**src/rtl/fifo_rd_ctrl.sv**
```systemverilog
// fifo_rd_ctrl: read-side controller for synfifo.
// Issues FIFO reads and re-presents the returned words as a valid/ready stream.
// A 2-entry output buffer hides the FIFO's 1-cycle registered read latency.
// Optional feature: define FIFO_RDCTL_CNT_EN to add the word_cnt
// delivered-word counter and its CNT_W parameter.
module fifo_rd_ctrl #(
   parameter int unsigned WIDTH = 8
`ifdef FIFO_RDCTL_CNT_EN
   ,
   parameter int unsigned CNT_W = 16
`endif
) (
   input  logic             clk,
   input  logic             rst,
   input  logic             en,
   input  logic             fifo_empty,
   input  logic [WIDTH-1:0] fifo_rdata,
   output logic             fifo_ren,
   output logic [WIDTH-1:0] m_data,
   output logic             m_valid,
   input  logic             m_ready,
`ifdef FIFO_RDCTL_CNT_EN
   output logic             busy,
   output logic [CNT_W-1:0] word_cnt
`else
   output logic             busy
`endif
);

   // Buffer occupancy; the encoding equals the number of buffered words.
   typedef enum logic [1:0] {
      OCC0 = 2'd0,
      OCC1 = 2'd1,
      OCC2 = 2'd2
   } occ_t;

   occ_t             occ_q, occ_d;
   logic             pend_q;
   logic [WIDTH-1:0] buf0_q, buf0_d;
   logic [WIDTH-1:0] buf1_q, buf1_d;
   logic             pop;
   logic             push;
   logic [2:0]       level;

   assign pop     = m_valid & m_ready;
   assign push    = pend_q;
   assign m_valid = (occ_q != OCC0);
   assign m_data  = buf0_q;
   assign busy    = pend_q | m_valid;

   // Words that will be owned after this edge: buffered plus in flight, minus the one leaving.
   assign level = 3'({1'b0, occ_q}) + 3'(pend_q) - 3'(pop);

   // Read request; gated by rst so no read is issued while reset is held.
   always_comb begin
      fifo_ren = rst & en & ~fifo_empty & (level < 3'd2);
   end

   // Registered state: occupancy, in-flight flag and the two buffer entries.
   always_ff @(posedge clk or negedge rst) begin
      if (!rst) begin
         occ_q  <= OCC0;
         pend_q <= 1'b0;
         buf0_q <= '0;
         buf1_q <= '0;
      end else begin
         occ_q  <= occ_d;
         pend_q <= fifo_ren;
         buf0_q <= buf0_d;
         buf1_q <= buf1_d;
      end
   end

   // Next occupancy and buffer contents; buf0 always holds the oldest word.
   always_comb begin
      occ_d  = occ_q;
      buf0_d = buf0_q;
      buf1_d = buf1_q;
      case (occ_q)
         OCC0: begin
            if (push) begin
               buf0_d = fifo_rdata;
               occ_d  = OCC1;
            end
         end
         OCC1: begin
            if (push && pop) begin
               buf0_d = fifo_rdata;
            end else if (push) begin
               buf1_d = fifo_rdata;
               occ_d  = OCC2;
            end else if (pop) begin
               occ_d  = OCC0;
            end
         end
         OCC2: begin
            if (pop) begin
               buf0_d = buf1_q;
               if (push) begin
                  buf1_d = fifo_rdata;
               end else begin
                  occ_d  = OCC1;
               end
            end
         end
         default: occ_d = OCC0;
      endcase
   end

`ifdef FIFO_RDCTL_CNT_EN
   // Delivered-word counter, wraps naturally at 2^CNT_W.
   always_ff @(posedge clk or negedge rst) begin
      if (!rst) begin
         word_cnt <= '0;
      end else if (pop) begin
         word_cnt <= word_cnt + CNT_W'(1);
      end
   end
`endif

endmodule

```
**config.mk**
```make
export PLATFORM = sky130hd
export DESIGN_NAME = fifo_rd_ctrl
export DESIGN_NICKNAME = d
export VERILOG_FILES = /design/src/rtl/fifo_rd_ctrl.sv
export SDC_FILE = /design/constraint.sdc
export NUM_CORES = 1
export LEC_CHECK = 0
export CORE_MARGIN = 1.5
export CORE_UTILIZATION = 50
export CTS_CLUSTER_DIAMETER = 50
export CTS_CLUSTER_SIZE = 12
export DETAILED_ROUTE_END_ITERATION = 12
export MAX_ROUTING_LAYER = met4
export PLACE_DENSITY = 0.81
export SLEW_MARGIN = 10
export SYNTH_ARGS = -nofsm -noshare
export SYNTH_HDL_FRONTEND = slang
export SYNTH_SLANG_ARGS = --single-unit
```
**constraint.sdc**
```tcl
create_clock -name clk -period 6.2 [get_ports clk]
set_input_delay 1.24 -clock clk [delete_from_list [all_inputs] [get_ports clk]]
set_output_delay 1.24 -clock clk [all_outputs]
set_load 0.01 [all_outputs]
```
==> qor.csv, run 1 <==
metric,value,unit
tns,0,ps
routed_via_density,5.36,
synth-compound-area-share,4.52,%
fin_skew,1.93,ps
fin_crit_sh,76.6,%
ys_warn_count,0,
initial_core_util,54.4,%
p_sw,0.138,mW
hold_violations,0,
slowest_delay,570,ps
postCtsSetupRepairBufs,0,
vias,643,
fin_nets,111,
ctsHoldBuffers,0,
slew_headroom,37.2,%
syn_avg_cell_area,13.9,µm²
mostFrequentLayoutCells,"clkdlybuf4s50_1 (23), dfrtp_1 (19), mux2_1 (10), mux2_4 (8), mux2_2 (6)",
syn2layout_area_growth,27.7,%
switching_share,29.2,%
wl,1680,µm
slowest_stage,clkdlybuf4s50_1,
synthXorXnorAreaFrac,0.903,%
setup_violations,0,
clock_tree.buffer_depth,2,
hold_path.class,reg2reg,
synthAdderAreaFrac,3.35,%
drive_gt1_share,21.1,%
numCtsBuffers,3,
synth_top_family_by_area,multiplexers,
start_kind,input pin,
diodes,0,
max_freq,0.211,GHz
cts_root_buffer,clkbuf_4,
p_leak,0.543,nW
post_cts_resized,0,
ys_seq_area_share,49.0,%
first_global_vias,638,
drv_slew,0,
synth.mux.area_fraction,31.0,%
crit_path_max_fanout,7,
clock_latency,300,ps
cp_cell_sequence,clkdlybuf4s50_1 -> nand2_1 -> ha_1 -> nand2_1 -> fa_1 -> nand4b_1 -> nor2_1 -> clkdlybuf4s50_1,
worst_pin_slew,940,ps
synthesis.area,970,µm²
die_w,47.0,µm
peakVddDrop,0.000216,V
grt_pass1_wl,2620,µm
first_pass_iters,4,
fin_util,69.5,%
rows,15,
grt.overflow.total,0,
synthTopCellsByArea,"dfrtp_1 (49%), mux2_4 (12%), mux2_1 (12%)",
path_class,in2out,
die-area,2210,µm²
rsz0062_at_grt,no,
syn-num-nets,85,
crit_start,m_ready,
ys_seq_elements,19,
layout_min_cycle_time,4750,ps
layout_commonest_cell,clkdlybuf4s50_1,
status,"finished, final reports clean",
worst_setup_hold_path_clk_slew,110,ps
grt_max_degree,21,
dieHeight,47.0,µm
r2r_start,occ_q[1],
comb_power_share,41.4,%
synthCells,70,
synth_top_area_share,49.0,%
drc,0,
p_int,0.334,mW
drtAntennaViolNets,0,
grt_use_total,18.2,%
antenna_found_initial,0,
htree_levels,1,
synth.distinct_cells,23,
seqPwrFrac,45.0,%
coreArea,1780,µm²
cts_tree,done,
critical_path_arrival,3510,ps
clockPowerShare,13.6,%
maxCapViolations,0,
synth_top_area_cell,dfrtp_1,
end_kind,output pin,
num_io_pins,24,
io_buffers,23,
cts_sinks,19,
drtIter0Drc,7,
p_per_area,381,nW/µm²
post-dp-hpwl,1210,µm
cp.required,4960,ps
place_congestion,0.818,
detail_route.wl_per_cell,14.0,µm
yosys.area_share.simple,7.61,%
min_from,buf1_q[5],
[power groups by stage]
stage	sequential (mW)	combinational, mW	clock, mW
after floorplan	0.221	0.0966	0
after global placement	0.211	0.193	0
after detailed placement	0.215	0.197	0
after CTS	0.212	0.198	0.0642
after global routing	0.220	0.212	0.0692
final	0.212	0.195	0.0644
[routing by layer]
layer	vias to the layer above	wire, µm	track usage [%]	share of wire [%]
met5	-	0	-	0
met4	0	40	11.7	2.4
met3	4	74	3.46	4.4
met2	23	799	29.0	48
met1	318	760	20.7	45
li1	298	-	-	-
[flip-flops by register name, indices dropped and copies added (netlist names)]
register / flops
occ_q: 2
buf1_q: 8
pend_q: 1
m_data: 8
[final timing paths]
check	endpoint	slack, ps	depth (start not counted)
worst max-delay path	fifo_ren	1450	8
worst min-delay path	buf1_q[5]	490	1
worst max register to register	m_data[3]	3800	3
worst min register to register	buf1_q[5]	490	1
max in group asynchronous	pend_q	4730	2
min in group asynchronous	m_data[6]	1270	2
[cell usage after synthesis]
cell type and n:
a21oi_1 1, a22o_1 1, a22oi_1 1, a32o_1 1
and2_1 1, buf_2 1, buf_6 2, dfrtp_1 19
fa_1 1, ha_1 1, inv_1 2, mux2_1 10
mux2_2 6, mux2_4 8, nand2_1 3, nand2b_1 1
nand4b_1 1, nor2_1 1, nor2b_1 4, o22ai_1 2
or2_2 1, or3_1 1, xor2_1 1
[layout make-up]
type                            count  area [µm²]
Fill cell                         126         544
Sequential cell                    19         475
Multi-Input combinational cell     46         459
Timing Repair Buffer               24         238
Tap cell                           25        31.3
Clock buffer                        3        22.5
Inverter                            2        7.51
Clock inverter                      1        5.00
[cell families (layout without fill, tap and decap cells)]
group	Yosys count	after routing
and+or+nand+nor	13	13
DFF	19	19
AOI/OAI and AO/OA	6	6
buffers and inverters	5	30
muxes	24	24
xor gates and xnor gates	1	1
adders and majority gates	2	2
[through the flow]
stage          cell area (µm²)  power (mW)  instances  hold WS, ps  setup slack [ps]
2_1_floorplan              970       0.317         70          452              2610
3_3_place_gp              1210       0.404        116          462              1510
3_5_place_dp              1210       0.412        116          473              1440
4_1_cts                   1240       0.475        120          498              1450
5_1_grt                   1240       0.501        120          522              1300
6_report                  1240       0.472        120          495              1450
[critical path: cells and delay by family]
kind | cells | cell delay [ps]
fa+ha+maj | 2 | 770
simple gates | 4 | 370
buf+inv | 2 | 1130
(Power assumes the default switching activity.)
==> inputs of run 2 (changes only) <==
- CORE_UTILIZATION: 50 -> 47
- PLACE_DENSITY: 0.81 -> 0.77
- clock period: 6.2 -> 4.79 ns (I/O delays scaled with it)
==> run 2 against run 1 <==
- sequential power is 29% higher
- wire length barely moved
- combinational power is 29% higher
- core utilization fell by 6.3 points
- critical endpoint unchanged
==> qor.csv, run 2 (synthesis gave the netlist of run 1 again) <==
metric,value,unit
diodes,0,
drive_gt1_share,20.0,%
setup_violations,0,
first_global_vias,655,
detail_route.wl_per_cell,13.7,µm
fin_util,63.2,%
p_per_area,487,nW/µm²
path_class,in2out,
critical_path_arrival,3230,ps
fin_crit_sh,87.3,%
fin_skew,5.05,ps
antenna_found_initial,0,
postCtsSetupRepairBufs,0,
routed_via_density,5.22,
maxCapViolations,0,
dieHeight,48.4,µm
hold_path.class,reg2reg,
tns,0,ps
ctsHoldBuffers,0,
worst_pin_slew,924,ps
drv_slew,0,
rsz0062_at_grt,no,
initial_core_util,49.4,%
place_congestion,0.712,
numCtsBuffers,3,
die-area,2340,µm²
htree_levels,1,
cts_sinks,19,
syn2layout_area_growth,27.9,%
drc,0,
die_w,48.4,µm
start_kind,input pin,
grt.overflow.total,0,
worst_setup_hold_path_clk_slew,100,ps
max_freq,0.239,GHz
layout_min_cycle_time,4180,ps
slew_headroom,38.3,%
mostFrequentLayoutCells,"clkdlybuf4s50_1 (23), dfrtp_1 (19), mux2_1 (10), mux2_4 (8), mux2_2 (6)",
fin_nets,111,
grt_use_total,16.6,%
peakVddDrop,0.000262,V
io_buffers,23,
end_kind,output pin,
grt_pass1_wl,2930,µm
cts_tree,done,
status,"finished, final reports clean",
crit_path_max_fanout,7,
num_io_pins,24,
layout_commonest_cell,clkdlybuf4s50_1,
grt_max_degree,21,
rows,16,
drtAntennaViolNets,0,
cts_root_buffer,clkbuf_4,
p_leak,0.541,nW
clock_latency,290,ps
post-dp-hpwl,1230,µm
drtIter0Drc,4,
cp.required,3830,ps
vias,637,
first_pass_iters,2,
hold_violations,0,
clock_tree.buffer_depth,2,
post_cts_resized,0,
coreArea,1960,µm²
wl,1670,µm
-- run 2: cell types whose count changed in the layout (fill, tap and decap cells not counted), sizes merged --
cell | previous run | this run
clkbuf | 3 | 4
clkinv | 1 | 0
-- run 2: per-layer routing --
| metal | GRT usage [%] | vias up | share of wire (%) |
|---|---|---|---|
| met5 | - | - | 0 |
| met4 | 4.29 | 0 | 0.36 |
| met3 | 4.32 | 2 | 3.4 |
| met2 | 25.9 | 13 | 50 |
| met1 | 21.7 | 324 | 46 |
| li1 | - | 298 | - |
-- run 2: power breakdown --
part,leakage (nW),internal (mW),switching [mW],total (mW)
clock network,0.0150,0.0323,0.0456,0.0779
logic,0.287,0.168,0.0839,0.252
registers,0.239,0.233,0.0411,0.274
total,0.541,0.433,0.171,0.604
-- run 2: through the flow --
step                      instance area [µm²]  setup WS (ps)  std cells  power, mW  hold slack (ps)
after global routing                     1240            479        122      0.648              520
after global placement                   1210            681        118      0.522              461
after detailed placement                 1210            597        118      0.532              474
after CTS                                1240            592        122      0.612              497
final                                    1240            607        122      0.604              492
after floorplan                           970           1760         70      0.411              452
-- run 2: final cells by class --
cell class,instances,area [µm²]
sequential,19,475
clock buffer,4,26.3
tap,27,33.8
timing repair buffer,24,238
fill,178,722
inverter,2,7.51
multi-input combinational,46,459
-- run 2: path summary, 6_finish.rpt --
check / from / end / slack (ps) / depth (start not counted)
max in group asynchronous: rst / m_data[0] / 3580 / 2
hold / removal: buf1_q[4] / buf1_q[4] / 490 / 1
min in group asynchronous: rst / m_data[6] / 1000 / 2
setup / recovery: m_ready / fifo_ren / 610 / 8
setup reg to reg: occ_q[1] / m_data[1] / 2450 / 3
hold reg to reg: buf1_q[4] / buf1_q[4] / 490 / 1
-- run 2: critical path, stage by stage --
cell and delay, ps:
clkdlybuf4s50_1 570, nand2_1 80, ha_1 280, nand2_1 60, fa_1 480, nand4b_1 80
nor2_1 150, clkdlybuf4s50_1 550
==> inputs of run 3 (changes only) <==
- HOLD_SLACK_MARGIN: default -> 0.12
- SKIP_LAST_GASP: default -> 1
==> results of run 3 <==
Final layout, timing and power as in run 2 (identical DEF).
==> RTL change, RTL diff (settings of run 2) <==
Build with the macro `FIFO_RDCTL_CNT_EN` defined.
--- a/src/rtl/fifo_rd_ctrl.sv
+++ b/src/rtl/fifo_rd_ctrl.sv
@@ -3,6 +3,8 @@
 // A 2-entry output buffer hides the FIFO's 1-cycle registered read latency.
 // Optional feature: define FIFO_RDCTL_CNT_EN to add the word_cnt
 // delivered-word counter and its CNT_W parameter.
+`define FIFO_RDCTL_CNT_EN
+
 module fifo_rd_ctrl #(
    parameter int unsigned WIDTH = 8
 `ifdef FIFO_RDCTL_CNT_EN
Check against the original RTL (old outputs only; new: word_cnt): equivalent (equiv_simple and equiv_induct, registers matched by name and starting in step).
==> RTL change against run 2 <==
Setup slack better by 0.017 ns; clock power rose to 3.4 times the old value; fmax up 0.41%; sequential cell count up 16; design area increased by 81%; via count rose by 84%; routed wire length increased by 87%; synthesized cell count up 100%; sequential power rose by 70%; global-route usage up 0.78 points; power increased by 79%; synthesized area up 79%; sequential share of layout area grew 0.59 points; critical path type unchanged; largest power group unchanged; highest routed layer unchanged.
==> RTL change: results <==
[final_layout]
drive_above_1_share_pct = 15.2
stdcell_count = 230

[synthesis]
synth_cell_types = 34
synth.area.top_cells = dfrtp_1, mux2_4, mux2i_1
yosysSeqAreaShare_pct = 50.3
synth_common_cells = dfrtp_1, nand2_1, xnor2_1

[run_status]
status = finished, final reports clean

[clock_tree]
cts.clk_slew.worst_paths_ns = 0.07
htreeDepth = 2
cts_buffers = 5

[critical_path]
arrival_ns = 3.21
timing.rr.end = pend_q
critPathMaxFanout = 4
regToRegSetupSlack_ns = 2.69
max_stage_delay_ns = 0.55

[drt]
first_pass_iters = 4
met1_length_um = 1330
wl_um = 3140

[place]
place_congestion = 0.813
dp.cells = 222
pre_cts_slack_ns = 0.614

[power_and_ir_drop]
p_sw_share_pct = 29.1

[sta]
fin_skew_ns = 0.00577

[global_routing]
grt_max_degree = 36
use_met2_pct = 27.5
==> RTL change: changes by cell type in the layout (fill, tap and decap cells not counted), moves of 7 or more <==
cell	delta
clkdlybuf4s50_1	+16
dfrtp_1	+16
nand2_1	+14
mux2_1	-10
xnor2_1	+9
mux2i_1	+8
o21ai_1	+8
nand3_1	+7
==> RTL change: area by class of cell <==
class	count	area, µm²
Fill cell	261	1190
Sequential cell	35	876
Multi-Input combinational cell	98	786
Timing Repair Buffer	41	405
Clock buffer	6	82.6
Tap cell	46	57.6
Clock inverter	2	35.0
Inverter	2	7.51
==> RTL change: kinds of logic after synthesis <==
| family | count (synthesis) | share of synthesized area [%] |
|---|---|---|
| AOI/OAI and AO/OA | 15 | 7.05 |
| muxes | 17 | 12.1 |
| and+or+nand+nor | 47 | 15.3 |
| xor gates and xnor gates | 16 | 8.05 |
| adders and majority gates | 3 | 2.59 |
| buffers and inverters | 8 | 4.53 |
| DFF | 35 | 50.3 |
